--- config.mk ---
export PLATFORM = sky130hd
export DESIGN_NAME = hazard_ctrl
export DESIGN_NICKNAME = d
export VERILOG_FILES = /design/src/rtl/hazard_ctrl.sv
export SDC_FILE = /design/constraint.sdc
export NUM_CORES = 1
export LEC_CHECK = 0
export BUFFER_PORTS_ARGS = -buffer_cell sky130_fd_sc_hd__buf_2
export CAP_MARGIN = 40
export CORE_MARGIN = 2
export CORE_UTILIZATION = 45
export DETAILED_ROUTE_END_ITERATION = 8
export MAX_ROUTING_LAYER = met4
export PLACE_DENSITY = 0.71
export SETUP_SLACK_MARGIN = 0.05
export SLEW_MARGIN = 5
export SYNTH_ARGS = -nofsm -noshare
export SYNTH_HDL_FRONTEND = slang
export SYNTH_HIERARCHICAL = 1
export SYNTH_SLANG_ARGS = --single-unit
--- constraint.sdc ---
create_clock -name clk -period 2.45 [get_ports clk]
set_input_delay 0.3675 -clock clk [delete_from_list [all_inputs] [get_ports clk]]
set_output_delay 0.3675 -clock clk [all_outputs]
set_load 0.05 [all_outputs]
--- src/rtl/hazard_ctrl.sv ---
// hazard_ctrl -- pipeline hazard controller.
//
// Produces the stall/flush controls for the PC, IF/ID, ID/EX and EX/MEM
// registers, the EX-stage operand forwarding selects, a sticky data-bus
// timeout flag and a saturating count of stalled cycles.
//
// Ports:
//   clk, rst            clock, asynchronous active-low reset
//   rs1_id, rs2_id      source registers of the instruction in ID
//   rs1_ex, rs2_ex      source registers of the instruction in EX
//   rd_ex, ex_is_load   destination / load flag of the instruction in EX
//   rd_mem, mem_reg_write  destination / write enable in MEM
//   rd_wb,  wb_reg_write   destination / write enable in WB
//   branch_taken_ex     branch/jump in EX redirects the PC this cycle
//   mem_req, mem_ready  data-bus request from MEM / completion strobe
//   stall_*, flush_*    pipeline register controls (stall beats flush downstream)
//   fwd_a, fwd_b        EX operand select: 00 regfile, 01 MEM, 10 WB
//   mem_timeout         sticky: a data-bus wait hit MEM_TIMEOUT cycles
//   stall_count         saturating count of cycles with stall_pc high

// One forwarding lane: picks the youngest in-flight writer of rs_ex.
module hazard_fwd_lane #(
  parameter int REG_ADDR_W = 5
) (
  input  logic [REG_ADDR_W-1:0] rs_ex_i,
  input  logic [REG_ADDR_W-1:0] rd_mem_i,
  input  logic                  mem_reg_write_i,
  input  logic [REG_ADDR_W-1:0] rd_wb_i,
  input  logic                  wb_reg_write_i,
  output logic [1:0]            fwd_o
);
  logic mem_hit, wb_hit;

  // x0 is hardwired zero, so a write to it is never a real producer.
  assign mem_hit = mem_reg_write_i && (rd_mem_i != '0) && (rd_mem_i == rs_ex_i);
  assign wb_hit  = wb_reg_write_i  && (rd_wb_i  != '0) && (rd_wb_i  == rs_ex_i);

  // MEM holds the more recent value, so it wins over WB.
  always_comb begin
    fwd_o = 2'b00;
    if (mem_hit)     fwd_o = 2'b01;
    else if (wb_hit) fwd_o = 2'b10;
  end
endmodule

module hazard_ctrl #(
  parameter int REG_ADDR_W  = 5,
  parameter int CNT_W       = 32,
  parameter int MEM_TIMEOUT = 1024
) (
  input  logic                  clk,
  input  logic                  rst,
  input  logic [REG_ADDR_W-1:0] rs1_id,
  input  logic [REG_ADDR_W-1:0] rs2_id,
  input  logic [REG_ADDR_W-1:0] rs1_ex,
  input  logic [REG_ADDR_W-1:0] rs2_ex,
  input  logic [REG_ADDR_W-1:0] rd_ex,
  input  logic                  ex_is_load,
  input  logic [REG_ADDR_W-1:0] rd_mem,
  input  logic                  mem_reg_write,
  input  logic [REG_ADDR_W-1:0] rd_wb,
  input  logic                  wb_reg_write,
  input  logic                  branch_taken_ex,
  input  logic                  mem_req,
  input  logic                  mem_ready,
  output logic                  stall_pc,
  output logic                  stall_if_id,
  output logic                  flush_if_id,
  output logic                  stall_id_ex,
  output logic                  flush_id_ex,
  output logic                  stall_ex_mem,
  output logic [1:0]            fwd_a,
  output logic [1:0]            fwd_b,
  output logic                  mem_timeout,
  output logic [CNT_W-1:0]      stall_count
);
  localparam int NUM_LANES = 2;
  // wait_cnt must reach MEM_TIMEOUT-1; keep at least one bit when disabled.
  localparam int WCNT_W = (MEM_TIMEOUT < 1) ? 1 : $clog2(MEM_TIMEOUT + 1);
  localparam logic [WCNT_W-1:0] TO_LAST =
    WCNT_W'((MEM_TIMEOUT > 0) ? MEM_TIMEOUT - 1 : 0);
  localparam bit TO_EN = (MEM_TIMEOUT != 0);

  typedef enum logic [1:0] {RUN, MEM_WAIT, FLUSH_PEND} state_e;

  state_e            state_q, state_d;
  logic              pend_flush_q, pend_flush_d;
  logic [WCNT_W-1:0] wait_cnt_q, wait_cnt_d;
  logic              mem_timeout_q, mem_timeout_d;
  logic [CNT_W-1:0]  stall_count_q, stall_count_d;

  logic stall_all, flush_all, lu_stall;
  logic load_use, timeout_hit;

  assign load_use = ex_is_load && (rd_ex != '0) &&
                    ((rd_ex == rs1_id) || (rd_ex == rs2_id));

  // wait_cnt counts wait cycles already spent, including the RUN cycle that
  // first saw the bus busy, so a timeout stalls exactly MEM_TIMEOUT cycles.
  assign timeout_hit = TO_EN && (wait_cnt_q >= TO_LAST);

  always_comb begin
    state_d       = state_q;
    pend_flush_d  = pend_flush_q;
    wait_cnt_d    = wait_cnt_q;
    mem_timeout_d = mem_timeout_q;
    stall_all     = 1'b0;
    flush_all     = 1'b0;
    lu_stall      = 1'b0;
    unique case (state_q)
      RUN: begin
        if (mem_req && !mem_ready) begin
          stall_all    = 1'b1;
          state_d      = MEM_WAIT;
          // A redirect seen while frozen must be replayed after the wait.
          pend_flush_d = branch_taken_ex;
          wait_cnt_d   = WCNT_W'(1);
        end else if (branch_taken_ex) begin
          // The flush kills the ID instruction, so any load-use is moot.
          flush_all = 1'b1;
        end else if (load_use) begin
          lu_stall = 1'b1;
        end
      end
      MEM_WAIT: begin
        // Stalls stay up in the completion cycle so MEM captures its data.
        stall_all    = 1'b1;
        pend_flush_d = pend_flush_q | branch_taken_ex;
        wait_cnt_d   = wait_cnt_q + WCNT_W'(1);
        if (mem_ready || timeout_hit) begin
          if (!mem_ready) mem_timeout_d = 1'b1;
          state_d      = (pend_flush_q | branch_taken_ex) ? FLUSH_PEND : RUN;
          pend_flush_d = 1'b0;
          wait_cnt_d   = '0;
        end
      end
      FLUSH_PEND: begin
        flush_all    = 1'b1;
        pend_flush_d = 1'b0;
        state_d      = RUN;
      end
      default: begin
        state_d      = RUN;
        pend_flush_d = 1'b0;
        wait_cnt_d   = '0;
      end
    endcase
  end

  // Controls are forced quiet while reset is held, independent of state.
  assign stall_pc     = rst & (stall_all | lu_stall);
  assign stall_if_id  = rst & (stall_all | lu_stall);
  assign stall_id_ex  = rst & stall_all;
  assign stall_ex_mem = rst & stall_all;
  assign flush_if_id  = rst & flush_all;
  // Load-use: the bubble goes into ID/EX while the load moves on to MEM.
  assign flush_id_ex  = rst & (flush_all | lu_stall);

  assign stall_count_d = (stall_pc && !(&stall_count_q)) ?
                         stall_count_q + CNT_W'(1) : stall_count_q;

  always_ff @(posedge clk or negedge rst) begin
    if (!rst) begin
      state_q       <= RUN;
      pend_flush_q  <= 1'b0;
      wait_cnt_q    <= '0;
      mem_timeout_q <= 1'b0;
      stall_count_q <= '0;
    end else begin
      state_q       <= state_d;
      pend_flush_q  <= pend_flush_d;
      wait_cnt_q    <= wait_cnt_d;
      mem_timeout_q <= mem_timeout_d;
      stall_count_q <= stall_count_d;
    end
  end

  assign mem_timeout = mem_timeout_q;
  assign stall_count = stall_count_q;

  // Forwarding: one lane per EX source operand (lane 0 = rs1, lane 1 = rs2).
  logic [NUM_LANES-1:0][REG_ADDR_W-1:0] rs_ex_v;
  logic [NUM_LANES-1:0][1:0]            fwd_v;

  assign rs_ex_v = {rs2_ex, rs1_ex};

  for (genvar g = 0; g < NUM_LANES; g++) begin : g_fwd
    hazard_fwd_lane #(.REG_ADDR_W(REG_ADDR_W)) u_lane (
      .rs_ex_i        (rs_ex_v[g]),
      .rd_mem_i       (rd_mem),
      .mem_reg_write_i(mem_reg_write),
      .rd_wb_i        (rd_wb),
      .wb_reg_write_i (wb_reg_write),
      .fwd_o          (fwd_v[g])
    );
  end

  assign fwd_a = rst ? fwd_v[0] : 2'b00;
  assign fwd_b = rst ? fwd_v[1] : 2'b00;
endmodule

==> results of run 1 <==
[state kept, by name, indices dropped and copies added (netlist names)]
register / cells
stall_count: 32
wait_cnt_q: 11
state_q: 2
mem_timeout: 1
pend_flush_q: 1
[synth_stat cells (all sizes together), types with 2 or more instances]
| master | number |
|---|---|
| nand2b | 5 |
| o31ai | 3 |
| nor2 | 25 |
| nand3 | 26 |
| and2 | 9 |
| or4 | 2 |
| nand4 | 17 |
| buf | 11 |
| inv | 4 |
| a211oi | 2 |
| and4 | 4 |
| o41ai | 3 |
| xnor2 | 37 |
| nor3b | 8 |
| and3 | 14 |
| nor4 | 2 |
| nor2b | 3 |
| xor2 | 24 |
| o21ai | 8 |
| nor3 | 12 |
| ha | 2 |
| nand2 | 18 |
| a21oi | 5 |
| dfrtp | 47 |
[worst paths after layout]
path                                 start               to  slack (ns)
min reg2reg                    mem_timeout      mem_timeout        0.47
max in group asynchronous              rst  stall_count[13]        1.51
max reg2reg                stall_count[20]   stall_count[1]        0.39
max                               rd_ex[1]      flush_id_ex        0.28
min in group clk           branch_taken_ex       state_q[1]        0.39
min                                    rst   stall_count[2]        0.06
[layout make-up]
| type | count | area share |
|---|---|---|
| multi-input cells | 241 | 0.4720 |
| flip-flops and latches | 47 | 0.3374 |
| repair buffers | 90 | 0.1335 |
| well taps | 77 | 0.02764 |
| clock buffers | 6 | 0.02369 |
| inverters | 4 | 0.004307 |
| clock inverters | 1 | 0.001436 |
[per-layer routing]
| metal | global-route usage | vias to the layer above | share of wire |
|---|---|---|---|
| met2 | 0.3045 | 89 | 0.48 |
| met1 | 0.2668 | 1194 | 0.46 |
| li1 | - | 1234 | - |
| met3 | 0.02950 | 5 | 0.057 |
| met4 | 0.05279 | 0 | 0.012 |
| met5 | - | - | 0 |
[metrics by stage]
step	utilization	instances	hold slack [ns]	setup slack [ns]
after floorplan	-	303	0.07191	0.07395
after global placement	0.5398	458	0.2632	0.2777
after detailed placement	0.5398	458	0.2736	0.2313
after CTS	0.5553	466	0.06458	0.2610
after global routing	0.5553	466	0.06823	0.2078
final	0.5553	466	0.06254	0.2757
[logic make-up (layout without fill, tap and decap cells)]
family                   Yosys count  count (layout)
buffers and inverters             15             101
AO/OA/AOI/OAI                     30              30
flip-flops                        47              47
adder cells (fa/ha/maj)            2               2
AND/OR/NAND/NOR                  147             147
multiplexers                       1               1
XOR/XNOR                          61              61
[power by group through the flow]
stage          Sequential, uW  Clock (uW)  Combinational (uW)
2_1_floorplan            1060           0                 319
3_5_place_dp              938           0                 637
4_1_cts                   922         478                 640
3_3_place_gp              934           0                 623
6_report                  922         463                 635
5_1_grt                   937         505                 686
[worst reg2reg max path: stages, from the launching register on]
cell and delay, ns:
sky130_fd_sc_hd__dfrtp_1 0.43, sky130_fd_sc_hd__nand4_2 0.18, sky130_fd_sc_hd__nor2_1 0.32, sky130_fd_sc_hd__nand3_1 0.16, sky130_fd_sc_hd__o31a_1 0.39, sky130_fd_sc_hd__nand2_1 0.14
sky130_fd_sc_hd__mux2_2 0.33
[what timing repair did]
item                                    4_1_cts  5_1_grt
hold buffers                                  1        0
endpoints found under the hold margin         9        0
gates resized for setup                       0        0
endpoints found under the setup margin        0        0
==> impl_metrics.env, run 1 <==
export IMPL_xor_xnor_fraction_of_synth_area=0.1847
export IMPL_worst_setup_path_end_kind="output pin"
export IMPL_post_synth_main_area_contributors="sky130_fd_sc_hd__dfrtp_1, sky130_fd_sc_hd__xnor2_1, sky130_fd_sc_hd__xor2_1"
export IMPL_number_of_gates_on_the_worst_path_with_buffers_counted=6
export IMPL_placementRows=29
export IMPL_grt_max_degree=32
export IMPL_synth_adder_area_share=0.008651
export IMPL_path_clk_slew_ns=0.08
export IMPL_mostFrequentLayoutCell="sky130_fd_sc_hd__buf_2"
export IMPL_run_status="finished clean"
export IMPL_swShare=0.3714
export IMPL_clock_buffer_count_from_cts=5
export IMPL_synth_simple_gate_area_share=0.2889
export IMPL_synth_seq_cells=47
export IMPL_initial_core_util=0.4608
export IMPL_post_route_clock_period_utilization=0.8875
export IMPL_timing_final_max_slew_violations=0
export IMPL_dr_total_vias=2522
export IMPL_detail_route_iter0_violations=101
export IMPL_cts_htree_levels=2
export IMPL_gpl_final_weighted_congestion=0.8265
export IMPL_antenna_found_initial=0
export IMPL_fp_dieArea_um2=7085
export IMPL_ratio_of_cells_with_drive_above_1_in_the_final_layout=0.2956
export IMPL_critical_path_top_delay_family="simple AND/OR/NAND/NOR gates"
export IMPL_crit_chain="buf_2, or4_1, o21ai_0, nor2_1, a31o_2, buf_2"
export IMPL_ant_nets=0
export IMPL_congestion_overflow_gr=0
export IMPL_slew_headroom=0.6356
export IMPL_flow_area_growth_from_synthesis_pct=20.50
export IMPL_power_density_cell_area_nw_per_um2=579.7
export IMPL_pwr_share_comb=0.314
export IMPL_wl_um=6419
export IMPL_antenna_cells=0
export IMPL_yosys_top_cell_area_share=0.4066
export IMPL_muxShareOfSynthArea=0.003893
export IMPL_synth_async_reset_ratio=1.000
export IMPL_setup_worst_path_class="primary input to output pin"
export IMPL_cts_tree="built"
export IMPL_timing_critical_path_slowest_cell_delay_ns=0.52
export IMPL_grt_total_usage=0.1949
export IMPL_max_vdd_ir_drop_uv=395.0
export IMPL_final_cell_area_um2=3486
export IMPL_max_fo_critical_path=3
export IMPL_cpMaxStageDelayCell="sky130_fd_sc_hd__or4_1"
export IMPL_port_buffers=85
export IMPL_synth_lib_cells_used_distinct=46
export IMPL_total_leakage_power_uw=0.001672
export IMPL_regArea_um2=1176
export IMPL_largest_family_of_logic_cells_by_synthesized_area="simple AND/OR/NAND/NOR gates"
export IMPL_yosys_warnings=6
export IMPL_sequential_element_share_of_the_synthesized_area=0.4066
export IMPL_commonest_cells_after_routing_fill_and_taps_aside="sky130_fd_sc_hd__buf_2, sky130_fd_sc_hd__dfrtp_1, sky130_fd_sc_hd__xnor2_1"
export IMPL_cellInternalPower_uw=1270
export IMPL_route_detailed_wl_per_inst_um=13.77
export IMPL_syn_cell_area_um2=2893
export IMPL_cap_violations=0
export IMPL_synthCells=303
export IMPL_rsz_0062_raised_after_global_routing="no"
export IMPL_setup_viol=0
export IMPL_place_area_um2=3388
export IMPL_detail_route_first_pass_iterations=4
export IMPL_final_total_negative_setup_slack_ns=0
export IMPL_floorplan_die_width_um=84.18
export IMPL_detailed_place_hpwl_um=5066
export IMPL_grt_pass1_vias=2328
export IMPL_pwr_share_seq=0.456
export IMPL_timing_critical_path_mode_cell="sky130_fd_sc_hd__buf_2"
export IMPL_cp_data_arrival_time_ns=1.81
export IMPL_net_count_of_the_mapped_netlist=348
export IMPL_multi_input_area_um2=1645
export IMPL_postCtsSetupBuffers=0
export IMPL_via_per_inst=5.412
export IMPL_root_buf_cell="sky130_fd_sc_hd__clkbuf_8"
export IMPL_hold_viol=0
export IMPL_drcViolationCount=0
export IMPL_p_total_uw=2021
export IMPL_timing_worst_slew_pin_value_ns=0.5424
export IMPL_cts_buffer_depth=2
export IMPL_insertion_delay_ns=0.29
export IMPL_final_layout_fill_cell_count=598
export IMPL_clock_sinks=47
export IMPL_core_region_area_um2=6277
export IMPL_power_clock_fraction=0.229
export IMPL_layout_nets=434
export IMPL_crit_path_start_kind="primary input"
export IMPL_synth_compound_gate_area_share=0.07958
export IMPL_final_setup_skew_ns=0.005034
export IMPL_hp_class="primary input to asynchronous set/reset pin"
export IMPL_cp_buffers_inverters=2
export IMPL_grt_pass1_wl_um=11000
export IMPL_net_switching_power_uw=750.5
export IMPL_reg2regPathDepth=6
export IMPL_synth_edff_count=0
export IMPL_finalCriticalPeriod_ns=2.174
export IMPL_synth_largest_area_cell="sky130_fd_sc_hd__dfrtp_1"
export IMPL_floorplan_die_height_um=84.18
export IMPL_synth_ff_type="sky130_fd_sc_hd__dfrtp_1"
export IMPL_timing_fmax_ghz=0.4599
export IMPL_number_of_top_level_pins=86
export IMPL_crit_required_ns=2.08
export IMPL_avgSynthCellArea_um2=9.547
(Power assumes the default switching activity.)
==> run 2, diff against run 1 <==
Settings changed: RECOVER_POWER set to 50.
==> run 2 against run 1 <==
Compared with the run above:
- via count stayed put
- power is 0.36% lower
- utilization is 0.52 points lower
- clock power hardly changed
- cell area is 0.93% lower
- largest power group unchanged
- critical path depth is 1 lower
- flip-flop and latch count stayed put
==> impl_metrics.env, run 2 (synthesis results as in run 1) <==
export IMPL_crit_path_start_kind="primary input"
export IMPL_rsz_0062_raised_after_global_routing="no"
export IMPL_post_route_worst_setup_slack_ns=0.2616
export IMPL_slew_headroom=0.5137
export IMPL_reg2regPathDepth=6
export IMPL_flow_area_growth_from_synthesis_pct=19.38
export IMPL_wl_um=6450
export IMPL_timing_final_max_slew_violations=0
export IMPL_grt_pass1_vias=2328
export IMPL_fp_dieArea_um2=7085
export IMPL_final_setup_skew_ns=0.005351
export IMPL_timing_critical_path_mode_cell="sky130_fd_sc_hd__clkbuf_1"
export IMPL_postCtsSetupBuffers=0
export IMPL_gpl_final_weighted_congestion=0.8265
export IMPL_crit_reg2reg_launch="stall_count[20]"
export IMPL_power_density_cell_area_nw_per_um2=583.0
export IMPL_drcViolationCount=0
export IMPL_detail_route_iter0_violations=98
export IMPL_cpMaxStageDelayCell="sky130_fd_sc_hd__clkbuf_1"
export IMPL_floorplan_die_height_um=84.18
export IMPL_detail_route_first_pass_iterations=4
export IMPL_cts_tree="built"
export IMPL_dr_total_vias=2522
export IMPL_critical_path_endpoint="flush_id_ex"
export IMPL_mostFrequentLayoutCell="sky130_fd_sc_hd__buf_2"
export IMPL_detailed_place_hpwl_um=5066
export IMPL_pwr_share_comb=0.311
export IMPL_cellInternalPower_uw=1260
export IMPL_layout_nets=434
export IMPL_placementRows=29
export IMPL_setup_viol=0
export IMPL_cp_startpoint="rst"
export IMPL_reg2reg_to="stall_count[1]"
export IMPL_p_total_uw=2013
export IMPL_finalCriticalPeriod_ns=2.188
export IMPL_root_buf_cell="sky130_fd_sc_hd__clkbuf_8"
export IMPL_run_status="finished clean"
export IMPL_crit_required_ns=2.08
export IMPL_setup_worst_path_class="primary input to output pin"
export IMPL_worst_setup_path_end_kind="output pin"
export IMPL_antenna_cells=0
export IMPL_hp_class="primary input to asynchronous set/reset pin"
export IMPL_worst_r2r_setup_slack_ns=0.39
export IMPL_largest_register_ffs=32
export IMPL_place_area_um2=3388
export IMPL_swShare=0.3741
export IMPL_clock_sinks=47
export IMPL_cp_data_arrival_time_ns=1.82
export IMPL_final_cell_area_um2=3453
export IMPL_route_detailed_wl_per_inst_um=13.84
export IMPL_number_of_top_level_pins=86
export IMPL_floorplan_die_width_um=84.18
export IMPL_cap_violations=0
export IMPL_post_route_clock_period_utilization=0.8932
export IMPL_core_region_area_um2=6277
export IMPL_cts_htree_levels=2
export IMPL_max_fo_critical_path=14
export IMPL_via_per_inst=5.412
export IMPL_grt_pass1_wl_um=11000
export IMPL_max_vdd_ir_drop_uv=395.4
export IMPL_antenna_found_initial=0
export IMPL_path_clk_slew_ns=0.08
export IMPL_commonest_cells_after_routing_fill_and_taps_aside="sky130_fd_sc_hd__buf_2, sky130_fd_sc_hd__dfrtp_1, sky130_fd_sc_hd__xnor2_1"
export IMPL_pre_cts_slack_ns=0.2313
export IMPL_grt_max_degree=32
export IMPL_port_buffers=85
export IMPL_timing_fmax_ghz=0.4570
export IMPL_crit_chain="clkbuf_1, clkbuf_1, nor3b_2, a31o_2, buf_2"
export IMPL_pwr_share_seq=0.459
export IMPL_final_total_negative_setup_slack_ns=0
export IMPL_total_leakage_power_uw=0.001585
export IMPL_congestion_overflow_gr=0
export IMPL_timing_critical_path_slowest_cell_delay_ns=0.59
export IMPL_net_switching_power_uw=753.2
export IMPL_grt_total_usage=0.1949
export IMPL_cts_buffer_depth=2
export IMPL_hold_viol=0
export IMPL_ant_nets=0
export IMPL_final_layout_fill_cell_count=613
export IMPL_clock_buffer_count_from_cts=5
export IMPL_ratio_of_cells_with_drive_above_1_in_the_final_layout=0.2391
export IMPL_power_clock_fraction=0.230
export IMPL_timing_worst_slew_pin_value_ns=0.7294
export IMPL_initial_core_util=0.4608
export IMPL_insertion_delay_ns=0.29
## run 2: cell count changes in the layout (fill, tap and decap cells not counted), sizes merged
cell	change
buf	-23
clkbuf	+23
## run 2: power groups by stage
stage | Sequential, uW | Clock (uW) | Combinational (uW)
2_1_floorplan | 1060 | 0 | 319
3_5_place_dp | 938 | 0 | 637
5_1_grt | 937 | 505 | 677
3_3_place_gp | 934 | 0 | 623
6_report | 924 | 464 | 626
4_1_cts | 922 | 478 | 640
## run 2: final cells by class
cell class,instances,area (um2),share of cell area
multi-input combinational,241,1645,0.4765
tap,77,96.34,0.02790
inverter,4,15.01,0.004348
clock inverter,1,5.005,0.001449
clock buffer,6,82.58,0.02391
timing repair buffer,90,432.9,0.1254
sequential,47,1176,0.3406
## run 2: metal layers
metal,global-route usage,part of all wire,up-vias,wire [um]
li1,-,-,1236,-
met1,0.2668,0.46,1196,2991
met2,0.3045,0.47,85,3016
met3,0.02950,0.057,5,367
met4,0.05279,0.011,0,74
met5,-,0,-,0
## run 2: repair_timing
action                                  in CTS  in global routing
resized for setup                            0                  0
endpoints found under the setup margin       0                  0
hold endpoints to repair                     9                  0
hold buffers                                 1                  0
## run 2: worst min-delay path by stage
stage	start	to	slack [ns]
3_5_place_dp	rst	stall_count[4]	0.27
5_1_grt	rst	state_q[1]	0.38
3_3_place_gp	rst	stall_count[4]	0.26
6_report	rst	stall_count[2]	0.33
2_1_floorplan	rst	mem_timeout	0.07
4_1_cts	rst	stall_count[1]	0.06
## run 2: per-stage QoR
| stage | hold WS (ns) | utilization | cells |
|---|---|---|---|
| global route | 0.3827 | 0.5501 | 466 |
| global placement | 0.2632 | 0.5398 | 458 |
| CTS | 0.06458 | 0.5553 | 466 |
| floorplan | 0.07191 | - | 303 |
| finish | 0.3255 | 0.5501 | 466 |
| detailed placement | 0.2736 | 0.5398 | 458 |
## run 2: worst max-delay path, delay by kind of cell
kind	cells	cell delay, ns
AOI/OAI and AO/OA	1	0.13
buffers and inverters	3	1.01
and+or+nand+nor	1	0.31
==> run 3, diff against run 2 <==
Settings changed: CELL_PAD_IN_SITES_DETAIL_PLACEMENT set to 0, CELL_PAD_IN_SITES_GLOBAL_PLACEMENT set to 2, CORE_MARGIN 2 to unset, CORE_UTILIZATION 45 to 31, PLACE_DENSITY 0.71 to unset, PLACE_DENSITY_LB_ADDON set to 0.1.
==> run 3 against run 2 <==
Compared with the run above:
- hold slack lost 0.082 ns
- setup slack worse by 0.028 ns
- register-to-register slack worse by 0.05 ns
- flip-flop and latch count is the same
- first-iteration DRC count fell by 34%
- largest power group unchanged
- critical endpoint is now stall_pc
- utilization shrank 15 points
- cell area is 2.6% higher
- via count shrank 0.83%
- global-route usage is 3.7 points lower
- fmax is 1.3% lower
- wire length increased by 10%
- sequential power about the same
==> impl_metrics.env, run 3 (synthesis results as in run 1) <==
export IMPL_clock_sinks=47
export IMPL_detail_route_first_pass_iterations=6
export IMPL_commonest_cells_after_routing_fill_and_taps_aside="sky130_fd_sc_hd__buf_2, sky130_fd_sc_hd__dfrtp_1, sky130_fd_sc_hd__xnor2_1"
export IMPL_pre_cts_slack_ns=0.2218
export IMPL_detailed_place_hpwl_um=5579
export IMPL_cts_tree="built"
export IMPL_place_area_um2=3457
export IMPL_detail_route_iter0_violations=65
export IMPL_antenna_cells=0
export IMPL_hp_class="primary input to asynchronous set/reset pin"
export IMPL_grt_max_degree=39
export IMPL_finalCriticalPeriod_ns=2.217
export IMPL_insertion_delay_ns=0.30
export IMPL_post_route_clock_period_utilization=0.9049
export IMPL_via_per_inst=4.992
export IMPL_grt_pass1_wl_um=12010
export IMPL_cts_buffer_depth=2
export IMPL_antenna_found_initial=0
export IMPL_hold_viol=0
export IMPL_max_fo_critical_path=9
export IMPL_placementRows=34
export IMPL_grt_total_usage=0.1581
export IMPL_route_detailed_wl_per_inst_um=14.22
export IMPL_cts_resized=0
export IMPL_mostFrequentLayoutCell="sky130_fd_sc_hd__buf_2"
export IMPL_hold_worst_slack_ns=0.2438
export IMPL_setup_worst_path_class="primary input to output pin"
export IMPL_ratio_of_cells_with_drive_above_1_in_the_final_layout=0.2519
export IMPL_congestion_overflow_gr=0
export IMPL_drcViolationCount=0
export IMPL_wl_um=7123
export IMPL_fp_dieArea_um2=9722
export IMPL_total_leakage_power_uw=0.001618
export IMPL_cp_data_arrival_time_ns=1.85
export IMPL_final_total_negative_setup_slack_ns=0
export IMPL_number_of_top_level_pins=86
export IMPL_post_route_worst_setup_slack_ns=0.2331
export IMPL_largest_register_ffs=32
export IMPL_crit_required_ns=2.08
export IMPL_slew_headroom=0.3870
export IMPL_timing_final_max_slew_violations=0
export IMPL_ant_nets=0
export IMPL_core_region_area_um2=8891
export IMPL_power_density_cell_area_nw_per_um2=607.0
export IMPL_flow_area_growth_from_synthesis_pct=22.49
export IMPL_timing_worst_slew_pin_value_ns=0.9195
export IMPL_floorplan_die_height_um=98.60
export IMPL_clock_buffer_count_from_cts=5
export IMPL_max_vdd_ir_drop_uv=285.5
export IMPL_timing_fmax_ghz=0.4511
export IMPL_layout_nets=437
export IMPL_utilization=0.3985
export IMPL_cap_violations=0
export IMPL_dr_total_vias=2501
export IMPL_gpl_final_weighted_congestion=0.7514
export IMPL_setup_viol=0
export IMPL_root_buf_cell="sky130_fd_sc_hd__clkbuf_8"
export IMPL_initial_core_util=0.3254
export IMPL_rsz_0062_raised_after_global_routing="no"
export IMPL_grt_pass1_vias=2409
export IMPL_port_buffers=85
export IMPL_crit_path_start_kind="primary input"
export IMPL_postCtsSetupBuffers=0
export IMPL_final_setup_skew_ns=0.007391
export IMPL_run_status="finished clean"
export IMPL_cts_htree_levels=2
export IMPL_path_clk_slew_ns=0.09
export IMPL_final_cell_area_um2=3543
export IMPL_floorplan_die_width_um=98.60
export IMPL_worst_setup_path_end_kind="output pin"
export IMPL_ctsHoldBuffers=0
[run 3: worst max-delay path, cell delays in order]
cell and delay [ns]:
sky130_fd_sc_hd__buf_2 0.12, sky130_fd_sc_hd__or4_1 0.51, sky130_fd_sc_hd__o21ai_0 0.26, sky130_fd_sc_hd__o21ai_2 0.18
sky130_fd_sc_hd__and2_1 0.21, sky130_fd_sc_hd__buf_2 0.21
[run 3: path summary, 6_finish.rpt]
kind	from	to	slack (ns)	depth (start not counted)
setup / recovery	rd_ex[1]	stall_pc	0.23	6
hold / removal	rst	wait_cnt_q[8]	0.24	2
setup reg to reg	stall_count[26]	stall_count[1]	0.34	6
hold reg to reg	mem_timeout	mem_timeout	0.47	1
max in group asynchronous	rst	stall_count[14]	1.54	2
min in group clk	branch_taken_ex	state_q[1]	0.38	3
[run 3: per-layer routing]
layer | vias to the layer above | GRT usage | share of wire
li1 | 1248 | - | -
met1 | 1179 | 0.2121 | 0.50
met2 | 68 | 0.2427 | 0.45
met3 | 6 | 0.03404 | 0.047
met4 | 0 | 0.04018 | 0.0073
met5 | - | - | 0
[run 3: stage by stage]
stage | power, uW | std cells
after CTS | 2199 | 501
after global routing | 2286 | 501
after floorplan | 1380 | 303
after detailed placement | 1589 | 493
after global placement | 1584 | 493
final | 2151 | 501
[run 3: power breakdown]
group	internal, uW	switching (uW)	leakage [uW]	total, uW
sequential	842	81.9	0.000637	924
combinational	202	431	0.000920	632
clock	331	265	0.0000612	595
[run 3: layout make-up]
class / count / area, um2
clock buffers: 6 / 82.58
clock inverters: 2 / 35.03
fillers: 945 / 5348
inverters: 4 / 15.01
multi-input cells: 241 / 1645
flip-flops and latches: 47 / 1176
well taps: 108 / 135.1
repair buffers: 93 / 454.2
